<file path="src/rtl/uart_pkg.sv">
// Shared UART definitions for the receiver and transmitter.
package uart_pkg;

  typedef enum logic [2:0] {IDLE, START, DATA, STOP, RECOVER} rx_state_t;

  localparam int UART_DATA_BITS = 8;
  localparam int UART_MIN_CPB   = 4;

endpackage

</file>
<file path="src/rtl/uart_sync.sv">
// N-flop synchronizer for asynchronous inputs; powers up high so an idle-high line never
// looks like a start bit after reset.
module uart_sync
  import uart_pkg::*;
#(
  parameter int N = 2
) (
  input  logic clk,
  input  logic rst,
  input  logic i_async,
  output logic o_sync
);

  logic [N-1:0] r_sync;

  always_ff @(posedge clk or posedge rst) begin
    if (rst) r_sync <= '1;
    else     r_sync <= {r_sync[N-2:0], i_async};
  end

  assign o_sync = r_sync[N-1];

endmodule

</file>
<file path="src/rtl/uart_rx.sv">
// 8N1 UART receiver with run-time bit period, valid/read handshake, framing-error pulse
// and sticky overrun flag.
module uart_rx
  import uart_pkg::*;
#(
  parameter int DATA_BITS = UART_DATA_BITS,
  parameter int SYNC_FF   = 2
) (
  input  logic                 clk,
  input  logic                 rst,
  input  logic [15:0]          clock_per_bit,
  input  logic                 rx_i,
  input  logic                 rx_read_i,
  output logic [DATA_BITS-1:0] rx_data_o,
  output logic                 rx_valid_o,
  output logic                 rx_done_tick_o,
  output logic                 frame_err_o,
  output logic                 overrun_o
);

  rx_state_t            r_state;
  rx_state_t            w_state_nxt;
  logic [15:0]          r_cpb;
  logic [15:0]          r_timer;
  logic [2:0]           r_bit_cnt;
  logic [DATA_BITS-1:0] r_shreg;
  logic                 w_rxs;
  logic                 w_start_smp;
  logic                 w_bit_end;
  logic                 w_data_smp;
  logic                 w_commit;
  logic                 w_ferr;

  uart_sync #(.N(SYNC_FF)) u_sync (
    .clk     (clk),
    .rst     (rst),
    .i_async (rx_i),
    .o_sync  (w_rxs)
  );

  always_comb begin
    w_state_nxt = r_state;
    case (r_state)
      IDLE:    if (!w_rxs) w_state_nxt = START;
      START:   if (w_start_smp) w_state_nxt = w_rxs ? IDLE : DATA;
      DATA:    if (w_bit_end && (r_bit_cnt == 3'(DATA_BITS - 1))) w_state_nxt = STOP;
      STOP:    if (w_bit_end) w_state_nxt = w_rxs ? IDLE : RECOVER;
      RECOVER: if (w_rxs) w_state_nxt = IDLE;
      default: w_state_nxt = IDLE;
    endcase
  end

  always_comb begin
    w_start_smp = (r_state == START) && (r_timer == ((r_cpb >> 1) - 16'd1));
    w_bit_end   = (r_timer == (r_cpb - 16'd1));
    w_data_smp  = (r_state == DATA) && w_bit_end;
    w_commit    = (r_state == STOP) && w_bit_end && w_rxs;
    w_ferr      = (r_state == STOP) && w_bit_end && !w_rxs;
  end

  always_ff @(posedge clk or posedge rst) begin
    if (rst) begin
      r_state        <= IDLE;
      r_cpb          <= '0;
      r_timer        <= '0;
      r_bit_cnt      <= '0;
      r_shreg        <= '0;
      rx_data_o      <= '0;
      rx_valid_o     <= 1'b0;
      rx_done_tick_o <= 1'b0;
      frame_err_o    <= 1'b0;
      overrun_o      <= 1'b0;
    end else begin
      r_state        <= w_state_nxt;
      rx_done_tick_o <= w_commit;
      frame_err_o    <= w_ferr;

      if ((r_state == IDLE) && (w_state_nxt == START)) r_cpb <= clock_per_bit;

      if ((w_state_nxt != r_state) || (r_state == IDLE) || (r_state == RECOVER) || w_bit_end)
        r_timer <= '0;
      else
        r_timer <= r_timer + 16'd1;

      if (w_data_smp) begin
        r_shreg   <= {w_rxs, r_shreg[DATA_BITS-1:1]};
        r_bit_cnt <= r_bit_cnt + 3'd1;
      end

      // A commit in the same cycle as a read keeps the new byte valid.
      if (w_commit) begin
        rx_data_o  <= r_shreg;
        rx_valid_o <= 1'b1;
        if (rx_valid_o && !rx_read_i) overrun_o <= 1'b1;
      end else if (rx_read_i) begin
        rx_valid_o <= 1'b0;
        overrun_o  <= 1'b0;
      end
    end
  end

endmodule
</file>
<file path="config.mk">
export PLATFORM = sky130hd
export DESIGN_NAME = uart_rx
export DESIGN_NICKNAME = d
export VERILOG_FILES = /design/src/rtl/uart_pkg.sv /design/src/rtl/uart_sync.sv /design/src/rtl/uart_rx.sv
export SDC_FILE = /design/constraint.sdc
export NUM_CORES = 1
export LEC_CHECK = 0
export ABC_AREA = 1
export ABC_CLOCK_PERIOD_IN_PS = 2500
export CORE_MARGIN = 5
export CORE_UTILIZATION = 59
export CTS_CLUSTER_DIAMETER = 30
export CTS_CLUSTER_SIZE = 20
export DETAILED_ROUTE_END_ITERATION = 10
export PLACE_DENSITY = 0.87
export SETUP_SLACK_MARGIN = 0.1
export SYNTH_ARGS = -nofsm -noshare
export SYNTH_HDL_FRONTEND = slang
export SYNTH_SLANG_ARGS = --single-unit
</file>
<file path="constraint.sdc">
create_clock -name clk -period 2.5 [get_ports clk]
set_input_delay 0.75 -clock clk [delete_from_list [all_inputs] [get_ports clk]]
set_output_delay 0.75 -clock clk [all_outputs]
set_load 0.02 [all_outputs]
</file>
* Word level (Yosys, flattened, before mapping)
Index checks and enable logic that the tools add are counted.
** Cells by class
- $add $sub $neg :: 4
- Multiply operators :: 0
- Divide/modulo/power cells :: 0
- Order comparisons :: 0
- Eq/ne operators :: 10
- Shifts and indexed selects :: 0
- Multiplexer cells :: 13
- Bitwise logic cells :: 0
- Reduce and logical (&&, ||, !) cells :: 16
** Operators with widths (count)
- equality test 16 bit :: 2
- 2-to-1 mux 3 bit :: 6
- adder 16 x 1 -> 16 bit, second input constant :: 1
- 2-to-1 mux 16 bit :: 1
- subtractor 15 x 1 -> 16 bit, second input constant :: 1
- subtractor 16 x 1 -> 16 bit, second input constant :: 1
- case mux 3 bit (5 select lines) :: 1
- logical AND 1 bit :: 8
- equality test 3 x 1 -> 1 bit, second input constant :: 2
- equality test 3 x 2 -> 1 bit, second input constant :: 2
- equality test 3 bit, second input constant :: 2
- 2-to-1 mux 1 bit :: 4
- adder 3 x 1 -> 3 bit, second input constant :: 1
- zero test 3 bit :: 1
- logical OR 1 bit :: 3
- inequality test 3 bit :: 1
- zero test 1 bit :: 2
- 2-to-1 mux 2 bit :: 1
- inequality test 2 x 1 -> 1 bit, second input constant :: 1
- AND reduction 2 bit :: 1
- nonzero test 2 bit :: 1
** Word-level totals
- Flip-flop bits (word level) :: 60
- Latch bits :: 0
- Memory bits (writable) :: 0
- Memory bits (read-only) :: 0
- Input bits :: 20
- Output and inout port bits :: 12
- Logic and storage cells :: 54
- Memories kept :: 0

* Longest topological paths before layout
- Depth in word-level cells :: 10
- Depth in mapped cells :: 19
- Depth with buffers taken out :: 18

* Modules after synthesis
A second synthesis with hierarchy kept.
** Second synthesis, totals
- Cell total of the unflattened synthesis :: 521
- Area total of the unflattened synthesis :: 3807.4 sq um
** Modules (own cells, without submodules)
- uart_rx :: times used 1, cells an instance 518, area each 3751.1 sq um, seq. area each 1451.4 sq um
- uart_sync :: times used 1, cells an instance 3, area each 56.3 sq um, seq. area each 52.6 sq um

* Worst setup path before layout
Ideal clock, no wire load.
- Kind :: register to register
- From :: register r_cpb[0]
- To :: register r_timer[8]
- Setup time :: 0.121 ns
- Arrival time :: 2.110 ns
- Data required time :: 2.379 ns
- Slack :: 0.270 ns
- Stages on the path, launching flop included :: 18
- Buffers on the path :: 1
- Clock period less this slack :: 2.230 ns
- Cells stage by stage :: dfrtp_1 inv_2 ha_1 or2_2 nand2_1 nand2_1 nand2_1 nand2_1 nor2_1 nand3_1 nor2_2 nand3_2 nand2_2 nand2_1 o21bai_4 nand2_4 buf_12 nor2_2
** On the way
- Word-level cells in the longest chain between the ends :: 10
- Elaborated cells on any way between the ends :: 11
- Those cells by class :: add/sub (1); eq/ne (2); mux (4); reduce/logical (4)
** RTL lines
- start: declaration :: line uart_rx.sv:23 : logic [15:0] r_cpb;
- start signal: assignment :: line uart_rx.sv:78 : if ((r_state == IDLE) && (w_state_nxt == START)) r_cpb <= clock_per_bit;
- subtractor 16 x 1 -> 16 bit * :: line uart_rx.sv:55 : w_bit_end = (r_timer == (r_cpb - 16'd1));
- equality test 16 bit * :: line uart_rx.sv:55
- logical AND 1 bit :: line uart_rx.sv:46 : DATA: if (w_bit_end && (r_bit_cnt == 3'(DATA_BITS - 1))) w_state_nxt = STOP;
- 2-to-1 mux 3 bit :: line uart_rx.sv:46
- case mux 3 bit (5 select lines) :: line uart_rx.sv:43 : case (r_state)
- inequality test 3 bit :: line uart_rx.sv:80 : if ((w_state_nxt != r_state) || (r_state == IDLE) || (r_state == RECOVER) || w_bit_end)
- logical OR 1 bit (2 in series) :: line uart_rx.sv:80
- logical OR 1 bit * :: line uart_rx.sv:80
- 2-to-1 mux 16 bit * :: line uart_rx.sv:80
- end signal: assignment :: line uart_rx.sv:83 : r_timer <= r_timer + 16'd1;
- end: declaration :: line uart_rx.sv:24 : logic [15:0] r_timer;
Every way passes the cells marked *; elsewhere a longest branch is shown, timed or not.
A chain may end at the register's enable or synchronous reset.

* Final worst setup path
- From :: register r_cpb[8]
- To :: register r_timer[9]
** On the way
- Word-level cells in the longest chain between the ends :: 10
- Elaborated cells on any way between the ends :: 15
- Those cells by class :: add/sub (2); eq/ne (3); mux (5); reduce/logical (5)
** RTL lines (line)
- subtractor 16 x 1 -> 16 bit / subtractor 15 x 1 -> 16 bit (equally long branches) :: uart_rx.sv:55, uart_rx.sv:54
- equality test 16 bit (on tied branches) :: uart_rx.sv:55, uart_rx.sv:54
- logical AND 1 bit (on tied branches) :: uart_rx.sv:46, uart_rx.sv:54
- 2-to-1 mux 3 bit (on tied branches) :: uart_rx.sv:46, uart_rx.sv:45
- case mux 3 bit (5 select lines) :: uart_rx.sv:43
- inequality test 3 bit :: uart_rx.sv:80
- logical OR 1 bit (2 in series) :: uart_rx.sv:80
- logical OR 1 bit * :: uart_rx.sv:80
- 2-to-1 mux 16 bit * :: uart_rx.sv:80
Marks and branches as above.

==> metrics.cfg <==
[critical_path]
crit_buf_inv = 1
critPathMaxFanout = 8
cp-start-kind = register
crit_chain = buf_4, xnor2_1, o21ai_0, nand2_1, nand2_1, nor2_1, nand2_1, nor2_2, nand3_2, nand2_2, nand2_1, o21bai_4, nand2_4, nor2_2
path_delay_family = simple AND/OR/NAND/NOR gates
cp-end-kind = register
slowest_delay_ns = 0.50
critPathSlowestCell = dfrtp_1
critical_path_required_ns = 2.72
arrival_ns = 2.67
crit_path_frequent_cell = nand2_1
crit_type = register to register

[sta]
tightestPinTransition_ns = 0.3730
worst_slack_ns = 0.05099
slew_headroom = 0.7494
setup_violations = 0
fin_skew_ns = 0.01638
holdWs_ns = 0.3570
drv_slew = 0
hold_viol = 0
max_clock_freq_ghz = 0.4083
rsz0062_at_grt = true
fin_crit_sh = 0.9796
period_needed_ns = 2.449

[cts]
cts_made_buffers = 9
postCtsHoldBufs = 0
clk_pin_slew_worst_paths_ns = 0.07
clock_latency_ns = 0.35
clockBufferDepth = 2
cts_sinks = 60
cts_tree = done
root_buffer = clkbuf_8
h-tree-depth = 3

[final_layout]
diodes = 0
layout.cells.non_filler = 650
final_util = 0.7541
nets = 593
register_area_sq_um = 1508
multiInputGateArea_sq_um = 2176
synthToLayoutAreaGrowth_pct = 24.86
drive_above_1_share = 0.2199
fillers = 414

[synth]
synth-seq-cells = 60
synth_edf_count = 0
synth-seq-area-share = 0.3922
synth_cell_types = 31
syn_nets = 543
syn_area_per_cell_sq_um = 7.403
yosys_warnings = 0
synth_cells = 518
synth_top_flop_cell = dfrtp_1
syn_area_sq_um = 3835
async_flop_share = 1.000

[drt]
via_count = 3630
dr.pass1.iters = 5
wirelength_microns = 10630
drt-initial-drc-count = 292
drc = 0
ant_nets = 0
via_per_inst = 5.585
wire_per_inst_microns = 16.36

[pwr]
p_leak_nw = 2.261
pwr_density_cell_nw_per_um2 = 948.1
irDropWorstVdd_uv = 637.1

[placement]
gp_congestion = 0.9154
dp_slack_ns = 0.02979
place_hpwl_microns = 7020
placed_cells = 622
portBuffers = 31

[die]
dieArea_sq_um = 8212
die_h_microns = 90.62
io-pin-count = 32
core_sq_um = 6350
start_util = 0.6039
row_count = 29
die_width_microns = 90.62

[grt]
grt_util_met2 = 0.3886
grt_pass1_wl_microns = 16340
grt_pass1_vias = 3548
antenna_found_initial = 0
met1_usage = 0.3122
track_usage = 0.2419
use_met3 = 0.04500
grt-busiest-layer = met2
grt_max_degree = 61
overflow = 0

[worst_hold_path]
hold_path_class = register to register

[job]
cap_violations = 0

[outcome]
status = completed

-- sequential cells by signal (all words and copies together), names as in the netlist --
register and cells:
rx_data_o 8, r_cpb 16, r_state 3, rx_done_tick_o 1, r_shreg 8, r_bit_cnt 3
overrun_o 1, rx_valid_o 1, r_timer 16, frame_err_o 1, u_sync.r_sync 2
-- layout by cell type (no fill, tap or decap), drive strengths merged --
master and instances:
a21oi 17, buf 18, bufinv 3, clkbuf 11, clkdlybuf4s50 31, clkinv 2, clkinvlp 1, dfrtp 58
dfstp 2, ha 5, inv 67, mux2 1, nand2 154, nand3 35, nand3b 8, nand4 5
nor2 81, nor3 7, o211ai 1, o21ai 23, o21bai 2, or2 1, xnor2 15, xor2 25
-- synth_stat cells (2+ instances only) --
master    instances  area [sq um]
a21oi_1          17         85.08
o21ai_0          14         70.07
xnor2_1          15         131.4
nor2_4            6         67.56
nor3_1            7         35.03
nand4_1           5         31.28
buf_6             2         22.52
nor2_2           23         143.9
nand2_1         146         548.0
inv_2             4         15.01
o21ai_1           2         10.01
dfrtp_1          58          1451
nor2_1           52         195.2
ha_1              5         62.56
nand3_1          34         170.2
dfstp_2           2         52.55
buf_2             2         10.01
xor2_1           25         219.0
clkbuf_1          7         26.28
o21ai_2           7         61.31
inv_1            63         236.5
nand3b_1          8         60.06
nand2_2           6         37.54
-- final timing paths --
kind | from | end | slack, ns | depth (start not counted)
max reg2reg | r_cpb[8]$_DFFE_PP0P_ | r_timer[9]$_DFF_PP0_ | 0.05 | 14
max in group asynchronous | rst | u_sync.r_sync[1]$_DFF_PP1_ | 1.40 | 3
min reg2reg | u_sync.r_sync[0]$_DFF_PP1_ | u_sync.r_sync[1]$_DFF_PP1_ | 0.36 | 0
min in group asynchronous | rst | r_cpb[7]$_DFFE_PP0P_ | 0.77 | 3
max | r_cpb[8]$_DFFE_PP0P_ | r_timer[9]$_DFF_PP0_ | 0.05 | 14
min | u_sync.r_sync[0]$_DFF_PP1_ | u_sync.r_sync[1]$_DFF_PP1_ | 0.36 | 0
-- logic make-up (layout without fill, tap and decap cells) --
group	after synthesis	after routing	share of synthesized area
multiplexers	1	1	0.002936
flip-flops	60	60	0.3922
adder cells (fa/ha/maj)	5	5	0.01631
buffers and inverters	79	133	0.08613
AO/OA/AOI/OAI	43	43	0.06787
XOR/XNOR	40	40	0.09136
AND/OR/NAND/NOR	290	291	0.3432
-- stage by stage --
stage	total power, W	cell area (sq um)	setup TNS (ns)
after global placement	0.002974	4248	0
final	0.004540	4788	0
after CTS	0.004231	4531	0
after global routing	0.004824	4788	-0.9512
after floorplan	0.002696	3835	0
after detailed placement	0.003050	4248	0
-- metal layers --
metal | routed length (microns) | vias to the layer above | share of wire
met5 | 0 | - | 0
met4 | 420 | 0 | 0.040
met3 | 786 | 46 | 0.074
met2 | 5273 | 175 | 0.50
met1 | 4150 | 1703 | 0.39
li1 | - | 1706 | -
-- area by class of cell --
cell class / instances / area share
clock buffer: 10 / 0.02874
tap: 77 / 0.02012
timing repair buffer: 50 / 0.1050
sequential: 60 / 0.3149
clock inverter: 6 / 0.02326
multi-input combinational: 380 / 0.4544
inverter: 67 / 0.05357
-- timing repair --
action,CTS,global route
resized for setup,6,54
pin swaps,0,7
cloned,0,2
setup endpoints to repair,24,38
buffers inserted,1,9
-- power by group --
part	switching, W	internal [W]
Combinational	0.00121	0.000757
Clock	0.000428	0.000690
Sequential	0.000309	0.00115
Total	0.00195	0.00259
Note: power is estimated with default switching activity, not from simulation.
